### config.mk
export PLATFORM = sky130hd
export DESIGN_NAME = iob_clint_tick_gen
export DESIGN_NICKNAME = d
export VERILOG_FILES = /design/src/rtl/iob_clint_tick_gen.sv
export SDC_FILE = /design/constraint.sdc
export NUM_CORES = 1
export LEC_CHECK = 0
export CAP_MARGIN = 25
export CORE_MARGIN = 2
export CORE_UTILIZATION = 55
export CTS_BUF_LIST = sky130_fd_sc_hd__clkbuf_16
export CTS_CLUSTER_DIAMETER = 40
export DETAILED_ROUTE_END_ITERATION = 10
export GPL_ROUTABILITY_DRIVEN = 0
export HOLD_SLACK_MARGIN = 0.03
export PLACE_DENSITY = 0.83
export SETUP_SLACK_MARGIN = 0.02
export SLEW_MARGIN = 20
export SYNTH_ARGS = -nofsm -noshare
export SYNTH_HDL_FRONTEND = slang
export SYNTH_SLANG_ARGS = --single-unit
### constraint.sdc
create_clock -name clk -period 4.6 [get_ports clk]
set_input_delay 0.92 -clock clk [delete_from_list [all_inputs] [get_ports clk]]
set_output_delay 0.92 -clock clk [all_outputs]
set_load 0.01 [all_outputs]
### src/rtl/iob_clint_tick_gen.sv
// ---------------------------------------------------------------------------
// iob_clint_tick_gen
//
// Produces the single-cycle timebase tick that advances the CLINT mtime
// counter. The tick source is either a programmable divider on clk or rising
// edges of the asynchronous rt_clk after synchronisation. A small
// memory-mapped register bus (valid/ready, same protocol as the CLINT)
// exposes the control, divisor and emitted-tick count registers.
//
// Ports:
//   clk      system clock
//   rst      asynchronous reset, active-low
//   rt_clk   real-time clock, asynchronous to clk
//   valid    bus request
//   address  byte address (registers decoded on address[3:2])
//   wdata    write data
//   wstrb    write strobes; any bit set performs a full-word write
//   rdata    registered read data, valid while ready is high
//   ready    bus acknowledge, one cycle after valid
//   tick     one-clk timebase pulse to the CLINT mtime increment
//
// Register map:
//   0x0 CTRL     [0] enable, [1] src_sel (0 = clk divider, 1 = rt_clk edges)
//   0x4 DIV      [DIV_W-1:0] divisor, 0 behaves as 1
//   0x8 TICK_CNT 32-bit count of emitted ticks, writable, wraps
//   0xC reserved, reads 0, writes ignored
// ---------------------------------------------------------------------------
module iob_clint_tick_gen #(
  parameter int unsigned ADDR_W      = 4,
  parameter int unsigned DATA_W      = 32,
  parameter int unsigned SYNC_STAGES = 2,
  parameter int unsigned DIV_W       = 16,
  parameter int unsigned DEFAULT_DIV = 1000
) (
  input  logic                  clk,
  input  logic                  rst,
  input  logic                  rt_clk,
  input  logic                  valid,
  input  logic [ADDR_W-1:0]     address,
  input  logic [DATA_W-1:0]     wdata,
  input  logic [DATA_W/8-1:0]   wstrb,
  output logic [DATA_W-1:0]     rdata,
  output logic                  ready,
  output logic                  tick
);

  typedef enum logic [1:0] {
    REG_CTRL     = 2'd0,
    REG_DIV      = 2'd1,
    REG_TICK_CNT = 2'd2,
    REG_RSVD     = 2'd3
  } reg_sel_e;

  // Registers
  logic [SYNC_STAGES-1:0] sync_q;
  logic                   prev_q;
  logic                   en_q,       en_d;
  logic                   src_q,      src_d;
  logic [DIV_W-1:0]       div_q,      div_d;
  logic [31:0]            tick_cnt_q, tick_cnt_d;
  logic [DIV_W-1:0]       cnt_q,      cnt_d;
  logic                   tick_q,     tick_d;
  logic                   ready_q;
  logic [DATA_W-1:0]      rdata_q,    rdata_d;

  // Decode
  reg_sel_e         sel;
  logic             wr_en;
  logic             ctrl_wr;
  logic             div_wr;
  logic             tick_cnt_wr;
  logic             sync_out;
  logic             rise;
  logic             evt;
  logic [DIV_W-1:0] last_cnt;
  logic             unused_addr;

  assign sel         = reg_sel_e'(address[3:2]);
  assign wr_en       = valid & (|wstrb);
  assign ctrl_wr     = wr_en & (sel == REG_CTRL);
  assign div_wr      = wr_en & (sel == REG_DIV);
  assign tick_cnt_wr = wr_en & (sel == REG_TICK_CNT);
  assign unused_addr = ^address[1:0];

  assign sync_out = sync_q[SYNC_STAGES-1];
  assign rise     = sync_out & ~prev_q;
  assign evt      = en_q & (src_q ? rise : 1'b1);

  // Divisor 0 is treated as 1, so the terminal count is 0 in both cases.
  assign last_cnt = (div_q == '0) ? '0 : div_q - DIV_W'(1);

  always_comb begin
    en_d       = en_q;
    src_d      = src_q;
    div_d      = div_q;
    tick_cnt_d = tick_cnt_q;
    cnt_d      = cnt_q;
    tick_d     = 1'b0;
    rdata_d    = '0;

    if (ctrl_wr) begin
      en_d  = wdata[0];
      src_d = wdata[1];
    end
    if (div_wr) begin
      div_d = wdata[DIV_W-1:0];
    end

    // A write on the same edge as a counted tick takes priority.
    if (tick_cnt_wr) begin
      tick_cnt_d = wdata[31:0];
    end else if (tick_q) begin
      tick_cnt_d = tick_cnt_q + 32'd1;
    end

    // Reconfiguration restarts the division and drops any coincident event.
    if (ctrl_wr || div_wr || !en_q) begin
      cnt_d = '0;
    end else if (evt) begin
      if (cnt_q == last_cnt) begin
        cnt_d  = '0;
        tick_d = 1'b1;
      end else begin
        cnt_d = cnt_q + DIV_W'(1);
      end
    end

    if (valid) begin
      case (sel)
        REG_CTRL:     rdata_d[1:0]       = {src_q, en_q};
        REG_DIV:      rdata_d[DIV_W-1:0] = div_q;
        REG_TICK_CNT: rdata_d[31:0]      = tick_cnt_q;
        default:      rdata_d            = '0;
      endcase
    end
  end

  always_ff @(posedge clk or negedge rst) begin
    if (!rst) begin
      sync_q     <= '0;
      prev_q     <= 1'b0;
      en_q       <= 1'b1;
      src_q      <= 1'b0;
      div_q      <= DIV_W'(DEFAULT_DIV);
      tick_cnt_q <= '0;
      cnt_q      <= '0;
      tick_q     <= 1'b0;
      ready_q    <= 1'b0;
      rdata_q    <= '0;
    end else begin
      // The synchroniser and edge detector run regardless of enable so that
      // enabling never observes a stale edge.
      sync_q     <= {sync_q[SYNC_STAGES-2:0], rt_clk};
      prev_q     <= sync_out;
      en_q       <= en_d;
      src_q      <= src_d;
      div_q      <= div_d;
      tick_cnt_q <= tick_cnt_d;
      cnt_q      <= cnt_d;
      tick_q     <= tick_d;
      ready_q    <= valid;
      rdata_q    <= rdata_d;
    end
  end

  assign tick  = tick_q;
  assign ready = ready_q;
  assign rdata = rdata_q;

endmodule

Word-level counts from Yosys, hierarchy flattened
Index checks and enable logic that the tools add are counted.

Word-level logic and storage cells: 45. Output and inout bits: 34. Register bits after elaboration: 103. Input port bits: 44.

Bitwise operators: 7. Reduce and logical (&&, ||, !) cells: 8. Add/subtract/negate cells: 3. Muxes and demuxes: 14. Equality and inequality tests: 3.

Operators with widths (number): $mux 32 (3); $mux 16 (5); $add 32x1->32 const B (1); $pmux 14 s2 (1); $add 16x1->16 const B (1); $eq 16x16->1 (1); $logic_not 16->1 (1); $sub 16x1->16 const B (1); $and 1x1->1 (6); $pmux 2 s3 (1); $mux 1 (4); $reduce_bool 2->1 (2); $reduce_or 4->1 (1); $eq 2x1->1 const B (1); $eq 2x2->1 const B (1); $logic_not 2->1 (1); $logic_or 1x1->1 (2); $logic_not 1->1 (1); $not 1->1 (1).

Longest topological paths before layout
Depth in word-level cells: 6. Gate-level depth with buffers: 12. Gate-level depth less buffers: 10.

Worst setup path before layout
OpenSTA, ideal clock, no wires.

Path kind: reg2reg. Start point: register div_q[13]. End point: register cnt_q[1]. Path buffers: 1. Required time: 4.478 ns. Cell stages (with the launch flop): 10. Period minus slack after synthesis: 2.802 ns. Arrival time: 2.680 ns. Setup time: 0.122 ns. Path slack: 1.798 ns. Path through: dfrtp_1 -> buf_4 -> nor4_4 -> and3_1 -> a2111oi_0 -> or4_1 -> nor4b_2 -> nand4_1 -> or2_1 -> a32o_1.

Word-level cells in the longest chain between the ends: 6. Elaborated cells on any way between the ends: 7. Classes of those cells: 1 x add/sub; 1 x eq/ne; 4 x mux; 1 x reduce/logical.

RTL lines: start: declaration (RTL line 59) `logic [DIV_W-1:0] div_q, div_d;`; start signal: assignment (RTL line 144) `div_q <= DIV_W'(DEFAULT_DIV);`; start signal: assignment (RTL line 157) `div_q <= div_d;`; $sub 16x1->16 / $logic_not 16->1 (equally long branches) (RTL line 90) `assign last_cnt = (div_q == '0) ? '0 : div_q - DIV_W'(1);`; $mux 16 (*) (RTL line 90); $eq 16x16->1 (*) (RTL line 120) `if (cnt_q == last_cnt) begin`; $mux 16 (*) (RTL line 120); $mux 16 (*) (RTL line 119) `end else if (evt) begin`; $mux 16 (*) (RTL line 117) `if (ctrl_wr || div_wr || !en_q) begin`; end signal: assignment (RTL line 159) `cnt_q <= cnt_d;`; end: declaration (RTL line 61) `logic [DIV_W-1:0] cnt_q, cnt_d;`.

Every way passes the cells marked *; elsewhere a longest branch is shown, timed or not. The select of a mux whose other input is x is not followed. A chain may end at the register's enable or synchronous reset.

Final worst setup path
Start point: input address[3]. End point: register cnt_q[14].

Word-level cells in the longest chain between the ends: 5. Elaborated cells on any way between the ends: 8. Classes of those cells: 1 x eq/ne; 1 x mux; 2 x bitwise; 4 x reduce/logical.

RTL lines: start: declaration (RTL line 39) `input logic [ADDR_W-1:0] address,`; $eq 2x1->1 / $logic_not 2->1 (equally long branches) (RTL line 81, 80); $and 1x1->1 (on tied branches) (RTL line 81, 80); $logic_or 1x1->1 (*) (2 in series) (RTL line 117); $mux 16 / $reduce_bool 2->1 (equally long branches).

Every way passes the cells marked *; elsewhere a longest branch is shown, timed or not.

==> impl_metrics.prom <==
# TYPE chip_impl_metric gauge
chip_impl_info{name="post-synth-top-area-cell",value="sky130_fd_sc_hd__dfrtp_1"} 1
chip_impl_metric{name="drt_drc_violations_left",unit=""} 0
chip_impl_metric{name="totalWireLength",unit="mm"} 13.50
chip_impl_metric{name="placed_cell_area",unit="um^2"} 6334
chip_impl_metric{name="fin_skew",unit="ns"} 0.007161
chip_impl_metric{name="synth_largest_type_area_fraction",unit="%"} 43.83
chip_impl_metric{name="io-pin-count",unit=""} 78
chip_impl_metric{name="max-cap-violations",unit=""} 0
chip_impl_metric{name="antenna_violations_before_repair",unit=""} 0
chip_impl_metric{name="finalMaxSlewViolations",unit=""} 0
chip_impl_metric{name="post_layout_nonfiller_instances",unit=""} 778
chip_impl_metric{name="worst_setup_hold_path_clk_slew",unit="ns"} 0.06
chip_impl_metric{name="synth_simple_gate_area_share",unit="%"} 23.31
chip_impl_info{name="min_from",value="sync_q[0]$_DFF_PN0_"} 1
chip_impl_metric{name="clock_path_buffers",unit=""} 2
chip_impl_metric{name="synth_enable_flop_cells",unit=""} 0
chip_impl_metric{name="grt_start_max_net_pins",unit=""} 80
chip_impl_metric{name="die_w",unit="um"} 103.8
chip_impl_metric{name="post_synth_xor_area_fraction",unit="%"} 8.628
chip_impl_info{name="cts_tree",value="done"} 1
chip_impl_info{name="regToRegEndpoint",value="cnt_q[1]$_DFFE_PN0P_"} 1
chip_impl_metric{name="wl_per_cell",unit="um"} 17.35
chip_impl_metric{name="crit_path_max_incr_delay",unit="ns"} 0.65
chip_impl_metric{name="transition_time_of_the_tightest_slew_check_pin",unit="ns"} 0.7639
chip_impl_info{name="unrepaired_setup_endpoints_after_global_routing",value="false"} 1
chip_impl_info{name="timing.hold.worst_endpoint",value="sync_q[1]$_DFF_PN0_"} 1
chip_impl_metric{name="num_rows",unit=""} 36
chip_impl_metric{name="synth.distinct_cells",unit=""} 54
chip_impl_metric{name="core-area",unit="um^2"} 9729
chip_impl_metric{name="multi_input_area",unit="um^2"} 2704
chip_impl_metric{name="numClockSinks",unit=""} 103
chip_impl_metric{name="timing.fmax",unit="MHz"} 289.2
chip_impl_info{name="synth_top_family_by_area",value="simple AND/OR/NAND/NOR gates"} 1
chip_impl_info{name="crit_path_cell_trace",value="clkdlybuf4s50_1 -> inv_1 -> ha_1 -> nand3_1 -> nand3_1 -> buf_4 -> nor2_1 -> and3_1 -> a22o_1 -> a21o_1 -> a21o_1"} 1
chip_impl_metric{name="fin_nets",unit=""} 691
chip_impl_metric{name="design_area",unit="um^2"} 6650
chip_impl_metric{name="detail_route.iter0.violations",unit=""} 289
chip_impl_info{name="hold_path_class",value="register to register"} 1
chip_impl_metric{name="post_synth_fa_ha_maj_area_fraction",unit="%"} 1.598
chip_impl_metric{name="finish.utilization",unit="%"} 68.35
chip_impl_info{name="cts-root-buf",value="sky130_fd_sc_hd__clkbuf_16"} 1
chip_impl_metric{name="worst_ep_arrival_time",unit="ns"} 3.69
chip_impl_metric{name="drt_pre_antenna_iters",unit=""} 5
chip_impl_info{name="crit_path_top_delay_cell",value="sky130_fd_sc_hd__ha_1"} 1
chip_impl_metric{name="max-slew-margin-rel",unit="%"} 49.07
chip_impl_metric{name="post_drt_via_cell_ratio",unit=""} 6.071
chip_impl_metric{name="cts-hold-fix-buffers",unit=""} 0
chip_impl_metric{name="grt_remaining_overflow",unit=""} 0
chip_impl_info{name="path_class",value="input pin to register"} 1
chip_impl_info{name="type_of_element_launching_the_critical_path",value="input pin"} 1
chip_impl_metric{name="clock_buffers_created_by_tritoncts",unit=""} 9
chip_impl_metric{name="latest_clock_arrival_within_the_worst_skew_pair",unit="ns"} 0.34
chip_impl_metric{name="die_h",unit="um"} 103.8
chip_impl_metric{name="cts_htree_levels",unit=""} 3
chip_impl_metric{name="ff2ff_path_depth",unit=""} 8
chip_impl_metric{name="synth_async_sr_flop_share",unit="%"} 100.0
chip_impl_metric{name="power_per_cell_area",unit="nW/um^2"} 358.7
chip_impl_metric{name="syn_to_final_growth",unit="%"} 21.32
chip_impl_metric{name="fill_cell_count",unit=""} 751
chip_impl_metric{name="post-place-ws",unit="ns"} 0.8838
chip_impl_metric{name="synth-seq-area-share",unit="%"} 47.18
chip_impl_metric{name="grt_pass1_wl",unit="mm"} 22.60
chip_impl_metric{name="critPathRequiredTime",unit="ns"} 4.83
chip_impl_metric{name="finalHoldViolations",unit=""} 0
chip_impl_metric{name="synthesis.area",unit="um^2"} 5482
chip_impl_info{name="yosys-top-cells-area",value="sky130_fd_sc_hd__dfrtp_1 (44%), sky130_fd_sc_hd__xor2_1 (4.8%), sky130_fd_sc_hd__nand2_1 (4.5%), sky130_fd_sc_hd__mux2_2 (4.1%), sky130_fd_sc_hd__xnor2_1 (3.8%)"} 1
chip_impl_metric{name="hold-path-cell-count",unit=""} 0
chip_impl_info{name="worst_r2r_startpoint",value="div_q[13]$_DFFE_PN0P_"} 1
chip_impl_info{name="synth_ff_type",value="sky130_fd_sc_hd__dfrtp_1"} 1
chip_impl_metric{name="synthCells",unit=""} 579
chip_impl_metric{name="detailroute.via_count",unit=""} 4723
chip_impl_metric{name="globalRouteTotalUtil",unit="%"} 25.86
chip_impl_metric{name="synth_seq_cells",unit=""} 103
chip_impl_info{name="status",value="complete, no violations"} 1
chip_impl_metric{name="final_critical_period",unit="ns"} 3.458
chip_impl_metric{name="cts.repair.resized",unit=""} 0
chip_impl_info{name="worst_setup_path_end_kind",value="register"} 1
chip_impl_metric{name="timing.final.crit_share",unit="%"} 75.17
chip_impl_metric{name="timing.final.setup_violations",unit=""} 0
chip_impl_metric{name="reg2reg_slack",unit="ns"} 1.35
chip_impl_metric{name="initial_utilization",unit="%"} 56.34
chip_impl_metric{name="synth.mux.area_fraction",unit="%"} 5.204
chip_impl_metric{name="final_layout_size_suffix_gt1_share",unit="%"} 8.837
chip_impl_metric{name="synth_compound_area_share",unit="%"} 10.57
chip_impl_metric{name="cts_setup_buffers",unit=""} 0
chip_impl_metric{name="seq_area",unit="um^2"} 2586
chip_impl_metric{name="ys_warn_count",unit=""} 0
chip_impl_metric{name="cellLeakagePower",unit="nW"} 2.748
chip_impl_metric{name="ir_worst_vdd",unit="uV"} 182.3
chip_impl_metric{name="syn_area_per_cell",unit="um^2"} 9.467
chip_impl_metric{name="crit_path_max_fanout",unit=""} 17
chip_impl_metric{name="ant_nets",unit=""} 0
chip_impl_metric{name="grt_pass1_vias",unit=""} 4602
chip_impl_metric{name="post-dp-hpwl",unit="mm"} 9.467
chip_impl_metric{name="io_buffer_count",unit=""} 75
chip_impl_metric{name="synth_nets",unit=""} 630
chip_impl_metric{name="fp.dieArea",unit="um^2"} 10780
chip_impl_metric{name="diodes",unit=""} 0
chip_impl_metric{name="post-route-worst-setup-slack",unit="ns"} 1.142
chip_impl_metric{name="setup-tns-final",unit="ns"} 0
chip_impl_metric{name="dp_cells",unit=""} 761
==> worst max-delay path, delay by kind of cell <==
kind                     cells  cell delay (ns)
AO/OA/AOI/OAI                3             0.48
adder cells (fa/ha/maj)      1             0.65
buffers and inverters        3             0.78
AND/OR/NAND/NOR              4             0.85
==> worst max-delay path by stage <==
| stage | start | endpoint | slack (ns) |
|---|---|---|---|
| 2_1_floorplan | div_q[13]$_DFFE_PN0P_ | cnt_q[1]$_DFFE_PN0P_ | 1.80 |
| 3_3_place_gp | address[3] | cnt_q[14]$_DFFE_PN0P_ | 1.0 |
| 3_5_place_dp | address[3] | cnt_q[14]$_DFFE_PN0P_ | 0.88 |
| 4_1_cts | address[3] | cnt_q[14]$_DFFE_PN0P_ | 1.18 |
| 5_1_grt | address[3] | cnt_q[14]$_DFFE_PN0P_ | 1.06 |
| 6_report | address[3] | cnt_q[14]$_DFFE_PN0P_ | 1.14 |
==> cells in the final DEF, fill, tap and decap left out, drive strengths merged, types with 12 or more instances in the layout <==
cell type | netlist | layout
a21oi | 12 | 12
a22oi | 15 | 15
and3 | 30 | 30
clkdlybuf4s50 | 0 | 74
dfrtp | 96 | 96
inv | 15 | 17
mux2 | 20 | 20
nand2 | 66 | 66
nand3 | 21 | 21
nand4 | 17 | 17
nor2 | 48 | 48
nor3 | 20 | 20
o21ai | 39 | 39
xnor2 | 24 | 24
xor2 | 30 | 30
==> cells by family after synthesis <==
group,Yosys count
AOI/OAI and AO/OA,92
and+or+nand+nor,248
DFF,103
muxes,26
adders and majority gates,7
buffers and inverters,49
xor gates and xnor gates,54
==> registers in the layout, summed over array words and instances (netlist names) <==
signal,cells
prev_q,1
tick_cnt_q,32
ready,1
cnt_q,16
src_q,1
rdata,32
en_q,1
sync_q,2
tick,1
div_q,16
==> stage by stage <==
step	total power (W)	hold WS, ns
after detailed placement	0.001632	0.3364
after global routing	0.002501	0.3558
after global placement	0.001600	0.3324
final	0.002385	0.3524
after floorplan	0.001444	0.3312
after CTS	0.002378	0.3512
==> layer usage <==
layer,up-vias,track usage (%),wire length [um]
met2,200,44.41,6820
met5,-,0,0
li1,2171,-,-
met3,34,4.028,844
met4,0,11.10,367
met1,2318,32.48,5462
==> area by class of cell <==
type / count / area share, %
tap: 133 / 2.502
inverter: 15 / 0.8467
clock buffer: 9 / 3.387
multi-input combinational: 427 / 40.66
sequential: 103 / 38.89
timing repair buffer: 84 / 12.76
clock inverter: 7 / 0.9595
==> power by group <==
group | leakage (nW) | switching, W | internal (W) | total [W]
combinational | 1.28 | 0.000236 | 0.000227 | 0.000463
clock | 0.144 | 0.000333 | 0.000418 | 0.000751
sequential | 1.32 | 0.000156 | 0.00102 | 0.00117
total | 2.75 | 0.000724 | 0.00166 | 0.00239
==> Yosys cell counts, drive strengths merged, types with 17 or more instances <==
master and count:
nor2 48, nand2 66, dfrtp 96, and3 30
o21ai 39, xor2 30, nand3 21, nand4 17
clkbuf 28, nor3 20, xnor2 24, mux2 20
Power figures use the tool's default switching activity.
